$ cat config.mk
export PLATFORM = sky130hd
export DESIGN_NAME = pet_vitals_engine_flat
export DESIGN_NICKNAME = d
export VERILOG_FILES = /design/src/rtl/pet_vitals_engine_pkg.sv /design/src/rtl/pet_vitals_engine_if.sv /design/src/rtl/pet_vitals_engine_prescaler.sv /design/src/rtl/pet_vitals_engine.sv /design/src/flat_wrapper.sv
export SDC_FILE = /design/constraint.sdc
export NUM_CORES = 1
export LEC_CHECK = 0
export CAP_MARGIN = 20
export CORE_MARGIN = 5
export CORE_UTILIZATION = 50
export CTS_CLUSTER_SIZE = 28
export DETAILED_ROUTE_END_ITERATION = 12
export PLACE_DENSITY = 0.81
export SYNTH_ARGS = -nofsm -noshare
export SYNTH_HDL_FRONTEND = slang
export SYNTH_SLANG_ARGS = --single-unit
$ cat constraint.sdc
create_clock -name clk -period 8.8 [get_ports clk]
set_input_delay 1.76 -clock clk [delete_from_list [all_inputs] [get_ports clk]]
set_output_delay 1.76 -clock clk [all_outputs]
set_load 0.05 [all_outputs]
$ cat src/rtl/pet_vitals_engine_pkg.sv
// Shared opcodes and life-state encoding for the pet vitals engine.
package pet_pkg;
   localparam logic [3:0] OP_ADD    = 4'h1;
   localparam logic [3:0] OP_SLEEP  = 4'h2;
   localparam logic [3:0] OP_WAKE   = 4'h3;
   localparam logic [3:0] OP_REVIVE = 4'hF;

   typedef enum logic [1:0] {
      ST_AWAKE = 2'd0,
      ST_SLEEP = 2'd1,
      ST_DECAY = 2'd2,
      ST_DEAD  = 2'd3
   } pet_state_t;
endpackage

$ cat src/rtl/pet_vitals_engine_if.sv
// Care-command valid/ready channel between the command decoder and the vitals engine.
interface pet_cmd_if;
   logic       cmd_valid;
   logic       cmd_ready;
   logic [7:0] cmd_code;

   modport master (output cmd_valid, output cmd_code, input cmd_ready);
   modport slave  (input cmd_valid, input cmd_code, output cmd_ready);
endinterface

$ cat src/rtl/pet_vitals_engine_prescaler.sv
// Free-running tick prescaler: one-cycle registered pulse while the count sits at TICK_DIV-1.
module pet_tick_prescaler #(
   parameter int unsigned TICK_DIV = 10_000_000
) (
   input  logic clk,
   input  logic reset,
   output logic tick
);
   localparam int unsigned CW = (TICK_DIV > 1) ? $clog2(TICK_DIV) : 1;
   localparam logic [CW-1:0] LAST = CW'(TICK_DIV - 1);

   logic [CW-1:0] count;
   logic [CW-1:0] count_next;

   always_comb begin
      count_next = (count == LAST) ? '0 : count + CW'(1);
   end

   // The pulse is registered from the next count so it coincides with count == LAST.
   always_ff @(posedge clk) begin
      if (reset) begin
         count <= '0;
         tick  <= 1'b0;
      end else begin
         count <= count_next;
         tick  <= (count_next == LAST);
      end
   end
endmodule

$ cat src/rtl/pet_vitals_engine.sv
// Pet vitals engine: saturating vitals, per-tick randomised decay pass, care commands and life state.
module pet_vitals_engine
   import pet_pkg::*;
#(
   parameter int unsigned NUM_STATS  = 6,
   parameter int unsigned STAT_W     = 5,
   parameter int unsigned TICK_DIV   = 10_000_000,
   parameter int unsigned CMD_STEP   = 4,
   parameter int unsigned ENERGY_IDX = 4,
   parameter int unsigned HEALTH_IDX = 2
) (
   input  logic                          clk,
   input  logic                          reset,
   input  logic [7:0]                    rand_in,
   pet_cmd_if.slave                      cmd,
   output logic [NUM_STATS*STAT_W-1:0]   stats_flat,
   output logic                          is_sleeping,
   output logic                          alive,
   output logic                          second,
   output logic                          cmd_err
);
   localparam logic [STAT_W-1:0] STAT_MAX = '1;
   localparam logic [STAT_W-1:0] STEP     = STAT_W'(CMD_STEP);
   localparam logic [3:0]        LAST_IDX = 4'(NUM_STATS - 1);
   localparam logic [4:0]        N_STATS  = 5'(NUM_STATS);
   localparam logic [3:0]        ENERGY_I = 4'(ENERGY_IDX);
   localparam logic [3:0]        HEALTH_I = 4'(HEALTH_IDX);

   if (TICK_DIV < NUM_STATS + 2) begin : g_bad_tick_div
      $error("pet_vitals_engine: TICK_DIV must be >= NUM_STATS+2");
   end

   pet_state_t        state, state_next, ret_state, ret_next, post;
   logic [3:0]        idx, idx_next;
   logic [STAT_W-1:0] vitals [NUM_STATS];

   logic              wr_en, fill_max, err_next, cmd_fire;
   logic [3:0]        unit_idx, cidx, opcode;
   logic              unit_inc;
   logic [STAT_W-1:0] unit_amt, unit_in, unit_out;
   logic [STAT_W:0]   unit_sum;
   logic [STAT_W-1:0] health_after, energy_after;

   pet_tick_prescaler #(.TICK_DIV(TICK_DIV)) u_prescaler (
      .clk   (clk),
      .reset (reset),
      .tick  (second)
   );

   assign cmd.cmd_ready = (state != ST_DECAY);
   assign cmd_fire      = cmd.cmd_valid & cmd.cmd_ready;
   assign opcode        = cmd.cmd_code[7:4];
   assign cidx          = cmd.cmd_code[3:0];
   assign is_sleeping   = (state == ST_SLEEP);
   assign alive         = (state != ST_DEAD);

   // Single saturating add/sub unit shared by the decay pass and the ADD command.
   always_comb begin
      unit_in = '0;
      for (int unsigned i = 0; i < NUM_STATS; i++) begin
         if (unit_idx == 4'(i)) unit_in = vitals[i];
      end
      unit_sum = {1'b0, unit_in} + {1'b0, unit_amt};
      if (unit_inc) unit_out = unit_sum[STAT_W] ? STAT_MAX : unit_sum[STAT_W-1:0];
      else          unit_out = (unit_in < unit_amt) ? '0 : unit_in - unit_amt;
   end

   // End-of-pass decisions must see the vital written in this same final cycle.
   assign health_after = (HEALTH_I == LAST_IDX) ? unit_out : vitals[HEALTH_IDX];
   assign energy_after = (ENERGY_I == LAST_IDX) ? unit_out : vitals[ENERGY_IDX];

   always_comb begin
      state_next = state;
      ret_next   = ret_state;
      idx_next   = idx;
      post       = state;
      err_next   = 1'b0;
      wr_en      = 1'b0;
      fill_max   = 1'b0;
      unit_idx   = idx;
      unit_inc   = 1'b0;
      unit_amt   = '0;

      if (state == ST_DECAY) begin
         wr_en = 1'b1;
         if (ret_state == ST_SLEEP && idx == ENERGY_I) begin
            unit_inc = 1'b1;
            unit_amt = STAT_W'(1);
         end else begin
            unit_amt = STAT_W'(rand_in[idx[2:0]]);
         end
         if (idx == LAST_IDX) begin
            if (health_after == '0)
               state_next = ST_DEAD;
            else if (ret_state == ST_SLEEP && energy_after == STAT_MAX)
               state_next = ST_AWAKE;
            else
               state_next = ret_state;
         end else begin
            idx_next = idx + 4'd1;
         end
      end else begin
         if (cmd_fire) begin
            unit_idx = cidx;
            unit_inc = 1'b1;
            unit_amt = STEP;
            case (state)
               ST_AWAKE: begin
                  case (opcode)
                     OP_ADD:   if ({1'b0, cidx} < N_STATS) wr_en = 1'b1; else err_next = 1'b1;
                     OP_SLEEP: post = ST_SLEEP;
                     OP_WAKE:  post = ST_AWAKE;
                     default:  err_next = 1'b1;
                  endcase
               end
               ST_SLEEP: begin
                  case (opcode)
                     OP_SLEEP: post = ST_SLEEP;
                     OP_WAKE:  post = ST_AWAKE;
                     default:  err_next = 1'b1;
                  endcase
               end
               default: begin
                  if (opcode == OP_REVIVE) begin
                     fill_max = 1'b1;
                     post     = ST_AWAKE;
                  end else begin
                     err_next = 1'b1;
                  end
               end
            endcase
         end
         if (second && state != ST_DEAD) begin
            state_next = ST_DECAY;
            ret_next   = post;
            idx_next   = '0;
         end else begin
            state_next = post;
         end
      end
   end

   always_ff @(posedge clk) begin
      if (reset) begin
         state     <= ST_AWAKE;
         ret_state <= ST_AWAKE;
         idx       <= '0;
         cmd_err   <= 1'b0;
         for (int unsigned i = 0; i < NUM_STATS; i++) vitals[i] <= STAT_MAX;
      end else begin
         state     <= state_next;
         ret_state <= ret_next;
         idx       <= idx_next;
         cmd_err   <= err_next;
         for (int unsigned i = 0; i < NUM_STATS; i++) begin
            if (fill_max)
               vitals[i] <= STAT_MAX;
            else if (wr_en && unit_idx == 4'(i))
               vitals[i] <= unit_out;
         end
      end
   end

   always_comb begin
      stats_flat = '0;
      for (int unsigned i = 0; i < NUM_STATS; i++) begin
         stats_flat[i*STAT_W +: STAT_W] = vitals[i];
      end
   end
endmodule
$ cat src/flat_wrapper.sv
// flat-port wrapper written by rule: the top's interface ports become plain ports
module pet_vitals_engine_flat import pet_pkg::*;
#(
   parameter int unsigned NUM_STATS  = 6,
   parameter int unsigned STAT_W     = 5,
   parameter int unsigned TICK_DIV   = 10_000_000,
   parameter int unsigned CMD_STEP   = 4,
   parameter int unsigned ENERGY_IDX = 4,
   parameter int unsigned HEALTH_IDX = 2
)
  (clk, reset, rand_in, stats_flat, is_sleeping, alive, second, cmd_err, cmd_cmd_valid, cmd_cmd_code, cmd_cmd_ready);
  pet_cmd_if cmd_i ();
  input  logic clk;
  input  logic reset;
  input  logic [7:0] rand_in;
  output logic [NUM_STATS*STAT_W-1:0] stats_flat;
  output logic is_sleeping;
  output logic alive;
  output logic second;
  output logic cmd_err;
  input wire logic [$bits(cmd_i.cmd_valid)-1:0] cmd_cmd_valid;
  input wire logic [$bits(cmd_i.cmd_code)-1:0] cmd_cmd_code;
  output wire logic [$bits(cmd_i.cmd_ready)-1:0] cmd_cmd_ready;
  assign cmd_i.cmd_valid = cmd_cmd_valid;
  assign cmd_i.cmd_code = cmd_cmd_code;
  assign cmd_cmd_ready = cmd_i.cmd_ready;
  pet_vitals_engine #(.NUM_STATS(NUM_STATS), .STAT_W(STAT_W), .TICK_DIV(TICK_DIV), .CMD_STEP(CMD_STEP), .ENERGY_IDX(ENERGY_IDX), .HEALTH_IDX(HEALTH_IDX)) u_core (.clk(clk), .reset(reset), .rand_in(rand_in), .cmd(cmd_i), .stats_flat(stats_flat), .is_sleeping(is_sleeping), .alive(alive), .second(second), .cmd_err(cmd_err));
endmodule
== After elaboration in Yosys (flattened, before gate mapping) ==
Memories as Yosys holds them, arrays and structs flattened.
Index checks and enable logic that the tools add are counted.
Word-level totals
  register bits: 34
  RAM bits: 30
  bits of input ports: 19
  logic and storage cells: 155
  memories: 1
Cells by class
  add/subtract/negate cells: 4
  $lt $le $gt $ge: 3
  equality and inequality tests: 21
  muxes and demuxes: 87
  bitwise gates (word level): 15
  reductions and logical operators: 18
Memories
  u_core.vitals: depth 6, bits a word 5, rd ports 6, clocked after Yosys merged registers in 0, write ports 6, RTL line pet_vitals_engine.sv:35  | logic [STAT_W-1:0] vitals [NUM_STATS];
Operators with widths (count)
  $mux W5: 22
  $eq A24 B24 Y1 const B: 2
  $mux W1: 46
  $add A24 B1 Y24 const B: 1
  $mux W24: 1
  $mux W4: 5
  $eq A4 B2 Y1 const B: 4
  $eq A4 B3 Y1 const B: 4
  $mux W2: 8
  $or A1 B1 Y1: 12
  $logic_and A1 B1 Y1: 9
  $eq A4 B1 Y1 const B: 2
  $ne A2 B2 Y1 const B: 4
  $add A5 B5 Y6: 1
  $eq A5 B5 Y1 const B: 1
  $logic_not A5 Y1: 1
  $lt A5 B5 Y1: 1
  $sub A5 B5 Y5: 1
  $add A4 B1 Y4 const B: 1
  $eq A2 B1 Y1 const B: 2
  $eq A4 B4 Y1 const B: 1
  $logic_not A4 Y1: 1
  $lt A3 B4 Y1 const B: 1
  $lt A4 B3 Y1 const B: 1
  12 further kinds: 16

== Logic depth before layout (Yosys ltp) ==
  word-level depth: 15
  depth in mapped cells: 19

== Hierarchy ==
A second synthesis with hierarchy kept.
Unflattened totals
  cells, all modules: 453
  area, all modules: 4196.5 sq um
Modules (own cells, without submodules)
  pet_vitals_engine: instances 1, cells each 293, area an instance 2839.0 sq um
  pet_tick_prescaler: instances 1, cells each 160, area an instance 1357.6 sq um

== Worst setup path after synthesis ==
OpenSTA, ideal clock, no wires.
  path type: input to register
  start: input cmd_cmd_valid
  end: memory u_core.vitals[2][3], in the netlist u_core.vitals[0][13] (data pin)
  arrival time: 4199 ps
  slack: 4337 ps
  cell stages on the path: 14
  buffers on the path: 1
  cell sequence: buf_2 > nand2_4 > inv_2 > o41ai_1 > a221oi_1 > o22ai_1 > ha_1 > nor2_1 > nor2_1 > inv_1 > o2111ai_4 > a2bb2oi_2 > o221ai_2 > nand2_1
RTL lines
  start: declaration: RTL line flat_wrapper.sv:21  | input wire logic [$bits(cmd_i.cmd_valid)-1:0] cmd_cmd_valid;
  end: declaration: RTL line pet_vitals_engine.sv:35

==> run summary <==
CTS tree - built
Max-Cap Viols - 0
Arrival time at the worst endpoint - 5.50 ns
Final core occ - 59.57%
CTS buffer count - 9
First-pass GRT wire length - 17,870 um
DR WL/cell - 18.12 um
DPL Wire Length - 8497 um
Min Tclk post-route - 5.435 ns
Total power - 611.7 uW
DR iter-0 viols - 387
Clock Tree Root - clkbuf_8
Mapped Nets - 494
Most frequent cells in the layout - nand2_1 (66), clkdlybuf4s50_1 (53), nor2_1 (51), dfxtp_1 (34), edfxtp_1 (30)
Slew of the pin with the lowest slew margin - 0.8574 ns
Number of post-CTS setup repair buffers - 0
# resized after CTS - 0
DRT Wirelength - 11,180 um
Count of cell types in the netlist - 91
CP Launch Type - input pin
Endpoints failing setup - 0
Clk_skew - 0.009510 ns
Gr ovfl total - 0
Initial antenna violation count - 0
CP top delay family - compound AO/OA/AOI/OAI gates
Net Sw Frac - 27.17%
Largest cells by area after synthesis - edfxtp_1 (22%), dfxtp_1 (16%), nand2_1 (5.9%)
Fin Hold WS - 0.4678 ns
Clock sink total - 64
Mapped Area - 0.004170 mm2
Synth top area share - 21.60%
Maximum vdd drop - 0.00009946 V
GRT Util Overall - 22.05%
Area grow syn2layout - 16.77%
Power share of the clock group - 34.4%
Pwr dens - 125.6 mW/mm2
RSZ-0062 raised after global routing - no
Via count - 3,742
H-tree depth - 3
Post-synthesis async set-or-reset flop share - 0%
Crit-path cells - clkdlybuf4s50_1, nand2_4, inv_2, o41ai_1, a221oi_1, o22ai_1, ha_1, nor2_1, nor2_1, inv_1, o2111ai_4, a2bb2oi_2, o221ai_2, nand2_1
Most common cell after layout, fill and taps aside - nand2_1
Worst Hold Class - reg -> reg
Post-synthesis sequential area ratio - 37.92%
Die ar. - 0.01027 mm2
Mapped Cells - 466
Initial Util - 51.01%
Sequential share of power - 51.4%
RePlAce Congestion - 0.9435
Max incr delay on CP - 0.74 ns
Rows - 33
Yosys warns - 0
Period utilization - 61.76%
Core box area - 0.008175 mm2
TritonRoute pass-1 iters - 6
Vias per inst - 6.065
Outcome - complete, no violations
Commonest register cell after synthesis - dfxtp_1
ANT nets after route - 0
Endpoint type of the worst setup path - flip-flop
Gate power share - 14.2%
Slowest CP cell - clkdlybuf4s50_1
Die boundary height - 101.3 um
Vias in the first global route - 3,679
Crit Path Category - in -> reg
Max clock buf depth - 2
Synthesized flop and latch total - 64
Required time worst endpoint - 8.87 ns
Clock transition at path regs - 0.06 ns
Final hold viol count - 0
Worst slew margin - 42.24%
Count of input and output buffers - 53
Hold_buf cts - 0
Fin. max-slew vios - 0
IO Pins - 54
TNS Setup - 0 ns
CP most frequent cell - nor2_1
Fmax - 184.0 MHz
Clk Latency, worst-skew pair - 0.34 ns
Buffers and inverters on the worst path - 3
Pin count of the biggest net entering global routing - 19
Nets - 535
Residual DRC - 0
Placed cells - 601
Post-synth EDFFs - 30
Syn_area_per_cell - 8.949 um2
Share of layout cells above drive strength 1 - 9.766%
Fin cells - 617
Internal power - 445.5 uW
Net switching power - 166.2 uW
Maximum fanout along the worst path - 17
Leak Pwr - 1.600 nW
Die X-Extent - 101.3 um
Antenna diode count - 0
Yosys top cell by area - edfxtp_1
==> through the flow <==
stage	worst slack (ns)	cell area, um2
floorplan	4.337	4170
global placement	3.347	4713
detailed placement	3.100	4713
CTS	3.458	4870
global route	3.117	4870
finish	3.365	4870
==> flip-flops by register name, summed over array words and instances (netlist names) <==
name and flops:
u_core.state 2, u_core.cmd_err 1, u_core.idx 4, u_core.u_prescaler.count 24, u_core.vitals 30, u_core.u_prescaler.tick 1, u_core.ret_state 2
==> final timing paths <==
check / cells after the start / from / slack (ns) / end
min reg2reg: 1 / u_core.u_prescaler.count[0] / 0.47 / u_core.u_prescaler.count[0]
min: 1 / u_core.u_prescaler.count[0] / 0.47 / u_core.u_prescaler.count[0]
max reg2reg: 15 / u_core.state[1] / 4.55 / u_core.vitals[0][13]
max: 14 / cmd_cmd_valid / 3.37 / u_core.vitals[0][13]
==> cells in the mapped netlist, drive strengths merged, types with 3 or more instances <==
| library cell | count |
|---|---|
| a211oi | 4 |
| or3 | 3 |
| nor2b | 6 |
| buf | 9 |
| nor4 | 4 |
| nand2 | 69 |
| nor2 | 51 |
| nand2b | 7 |
| a21oi | 21 |
| o21ai | 19 |
| and4 | 5 |
| o31ai | 4 |
| nor3b | 3 |
| inv | 22 |
| a31oi | 7 |
| nand3 | 21 |
| ha | 9 |
| or4 | 3 |
| nand3b | 3 |
| and3 | 9 |
| xor2 | 12 |
| or2 | 4 |
| dfxtp | 34 |
| nor3 | 7 |
| edfxtp | 30 |
| mux2i | 5 |
| o211ai | 5 |
| and2 | 5 |
| o221ai | 3 |
| clkbuf | 14 |
| nand4 | 13 |
| nand4b | 5 |
| o32ai | 3 |
| xnor2 | 12 |
==> power groups by stage <==
stage / Combinational (mW) / Clock, mW / Sequential [mW]
after global routing: 0.0930 / 0.229 / 0.314
after floorplan: 0.0583 / 0 / 0.321
after detailed placement: 0.0854 / 0 / 0.321
after global placement: 0.0825 / 0 / 0.321
after CTS: 0.0857 / 0.213 / 0.314
final: 0.0870 / 0.210 / 0.314
==> logic make-up (layout without fill, tap and decap cells) <==
family / Yosys count / count (layout) / share of synthesized area (%)
simple gates: 225 / 225 / 28.62
compound gates: 92 / 92 / 18.54
flops: 64 / 64 / 37.92
buf+inv: 45 / 91 / 4.891
xor+xnor: 24 / 24 / 5.040
fa+ha+maj: 9 / 9 / 2.700
mux: 7 / 7 / 2.280
==> routing by layer <==
layer	GRT usage, %	vias to the layer above	part of all wire (%)
met3	6.405	35	8.7
met1	27.63	1745	42
li1	-	1783	-
met5	0	-	0
met2	34.81	179	46
met4	10.74	0	3.4
==> cell type report <==
| type | count | area (um2) |
|---|---|---|
| clock buffer | 12 | 135.1 |
| clock inverter | 4 | 21.27 |
| fill | 713 | 3306 |
| inverter | 22 | 85.08 |
| multi-input combinational | 357 | 2385 |
| sequential | 64 | 1582 |
| tap | 105 | 131.4 |
| timing repair buffer | 53 | 530.5 |
(Power assumes the default switching activity.)
==> variant 1, RTL diff (same flow settings) <==
`STAT_W` is set to 5 in 2 places; all go to 7.
--- a/src/rtl/pet_vitals_engine.sv
+++ b/src/rtl/pet_vitals_engine.sv
@@ -4,5 +4,5 @@
 #(
    parameter int unsigned NUM_STATS  = 6,
-   parameter int unsigned STAT_W     = 5,
+   parameter int unsigned STAT_W     = 7,
    parameter int unsigned TICK_DIV   = 10_000_000,
    parameter int unsigned CMD_STEP   = 4,
--- a/src/flat_wrapper.sv
+++ b/src/flat_wrapper.sv
@@ -3,5 +3,5 @@
 #(
    parameter int unsigned NUM_STATS  = 6,
-   parameter int unsigned STAT_W     = 5,
+   parameter int unsigned STAT_W     = 7,
    parameter int unsigned TICK_DIV   = 10_000_000,
    parameter int unsigned CMD_STEP   = 4,
Ports: changed (resized stats_flat); port bits go from 54 to 66. No check against the original RTL was run, so the function may have changed too.
==> variant 1 against the original RTL <==
Critical path type unchanged; synthesized area up 7.8%; utilization up 2.3 points; worst setup slack worse by 1100 ps; sequential cell count up 12; final area up 11%; wire length up 15%; final cell count up 9.2%; largest cell class unchanged; global-route usage up 1.1 points; total power up 22%.
==> variant 1: results (changes against the original RTL) <==
power_and_ir_drop:
  p_leak_nw: 1.757  # was 1.600 nW
  ir_drop_uv: 78.85  # was 99.46 µV
synth:
  synthTopCellsByArea: "edfxtp_1 (28%), dfxtp_1 (15%), nand2_1 (6.2%), nor2_1 (4.3%), xor2_1 (2.9%)"  # was edfxtp_1 (22%), dfxtp_1 (16%), nand2_1 (5.9%), nor2_1 (4.6%), ha_1 (2.7%)
  synthAdderAreaFrac_pct: 2.226  # was 2.700%
  ys_seq_area_share_pct: 43.18  # was 37.92%
  synth_edf_count: 42  # was 30
  syn_nets: 528  # was 494
  synth.distinct_cells: 69  # was 91
  synth_mux_area_share_pct: 2.337  # was 2.280%
  synth_compound_area_share_pct: 15.64  # was 18.54%
worst_setup_path:
  critical_path_arrival_ps: 6600  # was 5500 ps
  r2r_slack_ps: 3910  # was 4550 ps
  critPathMaxFanout: 13  # was 17
layout:
  layout-drive-gt1-share_pct: 6.184  # was 9.766%
  nFillCells: 720  # was 713
  top_regs: "u_core.vitals x42, u_core.u_prescaler.count x24, u_core.idx x4"  # was u_core.vitals x30, u_core.u_prescaler.count x24, u_core.idx x4
  fin_nets: 588  # was 535
  fin_util_pct: 61.82  # was 59.57%
timing:
  hold_ws_ps: 470.1  # was 467.8 ps
global_routing:
  grt_pass1_vias: 3923  # was 3679
  grt_max_degree: 20  # was 19
  grt_usage_pct: 23.10  # was 22.05%
placed_design:
  place_inst: 658  # was 601
  io_buffers: 65  # was 53
  post-dp-hpwl_um: 9604  # was 8497 µm
  place_ws_ps: 2055  # was 3100 ps
detailed_routing:
  dr.pass1.iters: 5  # was 6
  wl_per_cell_um: 19.04  # was 18.12 µm
  postRouteWirelength_um: 12840  # was 11180 µm
floorplan:
  die_w_um: 104.8  # was 101.3 µm
run_status:
  outcome: "completed"  # unchanged
[variant 1: changes by cell type after synthesis, sizes merged, moves of 4 or more]
cell and delta:
nand2b +7, nor3 +7, inv -7, nand2 +6, a21oi -7, nand4 +5
a21boi +4, o21ai +9, o31a +4, buf -7, edfxtp +12, a22oi +4
[variant 1: area by class of cell]
class	instances	area [µm²]	area share [%]
Multi-Input combinational cell	392	2412	44.53
Sequential cell	76	1942	35.84
Timing Repair Buffer	67	665.6	12.29
Tap cell	108	135.1	2.494
Clock buffer	9	123.9	2.286
Clock inverter	7	72.57	1.339
Inverter	15	66.31	1.224
[variant 1: metal layers]
metal / part of all wire [%] / global-route usage (%) / wire (µm) / vias up
met4: 1.7 / 6.119 / 213 / 0
met5: 0 / 0 / 0 / -
met3: 9.0 / 5.240 / 1151 / 24
met1: 43 / 31.63 / 5482 / 2008
met2: 47 / 37.01 / 5987 / 204
li1: - / - / - / 1962
[variant 1: final timing paths]
kind | startpoint | endpoint | depth (start not counted)
worst max-delay path | cmd_cmd_valid | u_core.vitals[0][12] | 18
worst min-delay path | u_core.u_prescaler.count[0] | u_core.u_prescaler.count[0] | 1
worst max register to register | u_core.state[1] | u_core.vitals[0][12] | 19
worst min register to register | u_core.u_prescaler.count[0] | u_core.u_prescaler.count[0] | 1
[variant 1: where the power goes]
| group | switching (mW) | internal [mW] |
|---|---|---|
| clock | 0.144 | 0.132 |
| combinational | 0.0584 | 0.0342 |
| sequential | 0.00165 | 0.374 |
| total | 0.204 | 0.541 |
[variant 1: cell families after synthesis]
family	count (synthesis)
DFF	76
xor gates and xnor gates	27
buffers and inverters	33
adders and majority gates	8
AOI/OAI and AO/OA	100
and+or+nand+nor	249
muxes	8
==> variant 2, RTL diff (same settings) <==
Without the edit above. Encoding of `pet_state_t`: now one-hot (4 bits for 4 states).
--- a/src/rtl/pet_vitals_engine_pkg.sv
+++ b/src/rtl/pet_vitals_engine_pkg.sv
@@ -6,9 +6,9 @@
    localparam logic [3:0] OP_REVIVE = 4'hF;
 
-   typedef enum logic [1:0] {
-      ST_AWAKE = 2'd0,
-      ST_SLEEP = 2'd1,
-      ST_DECAY = 2'd2,
-      ST_DEAD  = 2'd3
+   typedef enum logic [3:0] {
+      ST_AWAKE = 4'b0001,
+      ST_SLEEP = 4'b0010,
+      ST_DECAY = 4'b0100,
+      ST_DEAD  = 4'b1000
    } pet_state_t;
 endpackage
Behaviour: no difference found for any inputs over 10 cycles, from zero or initial values and one cycle with reset high; not proved beyond that.
==> variant 2 against the original RTL <==
Worst setup slack worse by 130 ps; non-clock buffer count rose by 1; die area rose by 3.4%; wire length is 10% higher; critical endpoint is now u_core.vitals[0][2]; sequential cell count rose by 4; synthesized area up 3.8%; sequential share of layout area barely moved; critical path type unchanged; final cell count increased by 4.2%; highest routed layer unchanged; total power grew 15%; final area is 5.0% higher; critical path depth did not move.
==> variant 2: results (changes against the original RTL) <==
power_and_ir_drop:
  ir_drop_uv: 151.2  # was 99.46 µV
  p_leak_nw: 1.617  # was 1.600 nW
layout:
  layout-drive-gt1-share_pct: 10.84  # was 9.766%
  stdcell_count: 643  # was 617
  top_regs: "u_core.vitals x30, u_core.u_prescaler.count x24"  # was u_core.vitals x30, u_core.u_prescaler.count x24, u_core.idx x4
  fin_nets: 558  # was 535
run_status:
  outcome: "completed"  # unchanged
synth:
  syn_nets: 513  # was 494
  synthXorXnorAreaFrac_pct: 4.855  # was 5.041%
  synthTopCellsByCount: "nor2_1 (65), nand2_1 (42), dfxtp_1 (38)"  # was nand2_1 (66), nor2_1 (51), dfxtp_1 (34)
  ys_seq_area_share_pct: 38.38  # was 37.92%
  synthAdderAreaFrac_pct: 2.601  # was 2.700%
  synth_area_per_cell_um2: 8.926  # was 8.949 µm²
  synth.distinct_cells: 81  # was 91
placed_design:
  place_area_mm2: 0.004893  # was 0.004713 mm²
  post-dp-hpwl_um: 9348  # was 8497 µm
  place_inst: 627  # was 601
  place_ws_ps: 2952  # was 3100 ps
  routabilityCongestion: 0.9449  # was 0.9435
worst_setup_path:
  reg2reg_from: "u_core.state[2]"  # was u_core.state[1]
  critical_path_arrival_ps: 5650  # was 5500 ps
  critPathMaxFanout: 14  # was 17
detailed_routing:
  dr.pass1.iters: 5  # was 6
  postRouteWirelength_um: 12330  # was 11180 µm
  first_iter_violations: 356  # was 387
  vias_per_cell: 6.281  # was 6.065
global_routing:
  grt_usage_pct: 23.38  # was 22.05%
  grt_pass1_wl_um: 19260  # was 17870 µm
  grt_max_degree: 27  # was 19
  grt_pass1_vias: 3704  # was 3679
cts:
  clk_pin_slew_ps: 80  # was 60 ps
timing:
  maxSlewHeadroom_pct: 36.97  # was 42.24%
  fin_skew_ps: 13.44  # was 9.510 ps
variant 2: layout make-up:
type / instances / area [µm²]
well taps: 108 / 135.1
clock buffers: 11 / 153.9
flip-flops and latches: 68 / 1662
repair buffers: 54 / 538.0
fillers: 759 / 3481
multi-input cells: 377 / 2484
inverters: 20 / 75.07
clock inverters: 5 / 65.06
variant 2: worst paths after layout:
kind / cells past startpoint / to / slack (ps)
setup / recovery: 14 / u_core.vitals[0][2] / 3230
hold / removal: 1 / u_core.u_prescaler.count[0] / 470
setup reg to reg: 14 / u_core.vitals[0][2] / 4140
hold reg to reg: 1 / u_core.u_prescaler.count[0] / 470
variant 2: power breakdown:
part	internal, mW	switching (mW)	leakage [nW]
sequential	0.330	0.00207	0.510
combinational	0.0310	0.0547	0.995
clock	0.152	0.131	0.113
total	0.514	0.188	1.62
variant 2: metal layers:
metal	share of wire (%)	track usage [%]
met1	44	33.88
met2	45	35.62
met3	8.8	4.668
met4	2.1	6.275
met5	0	0
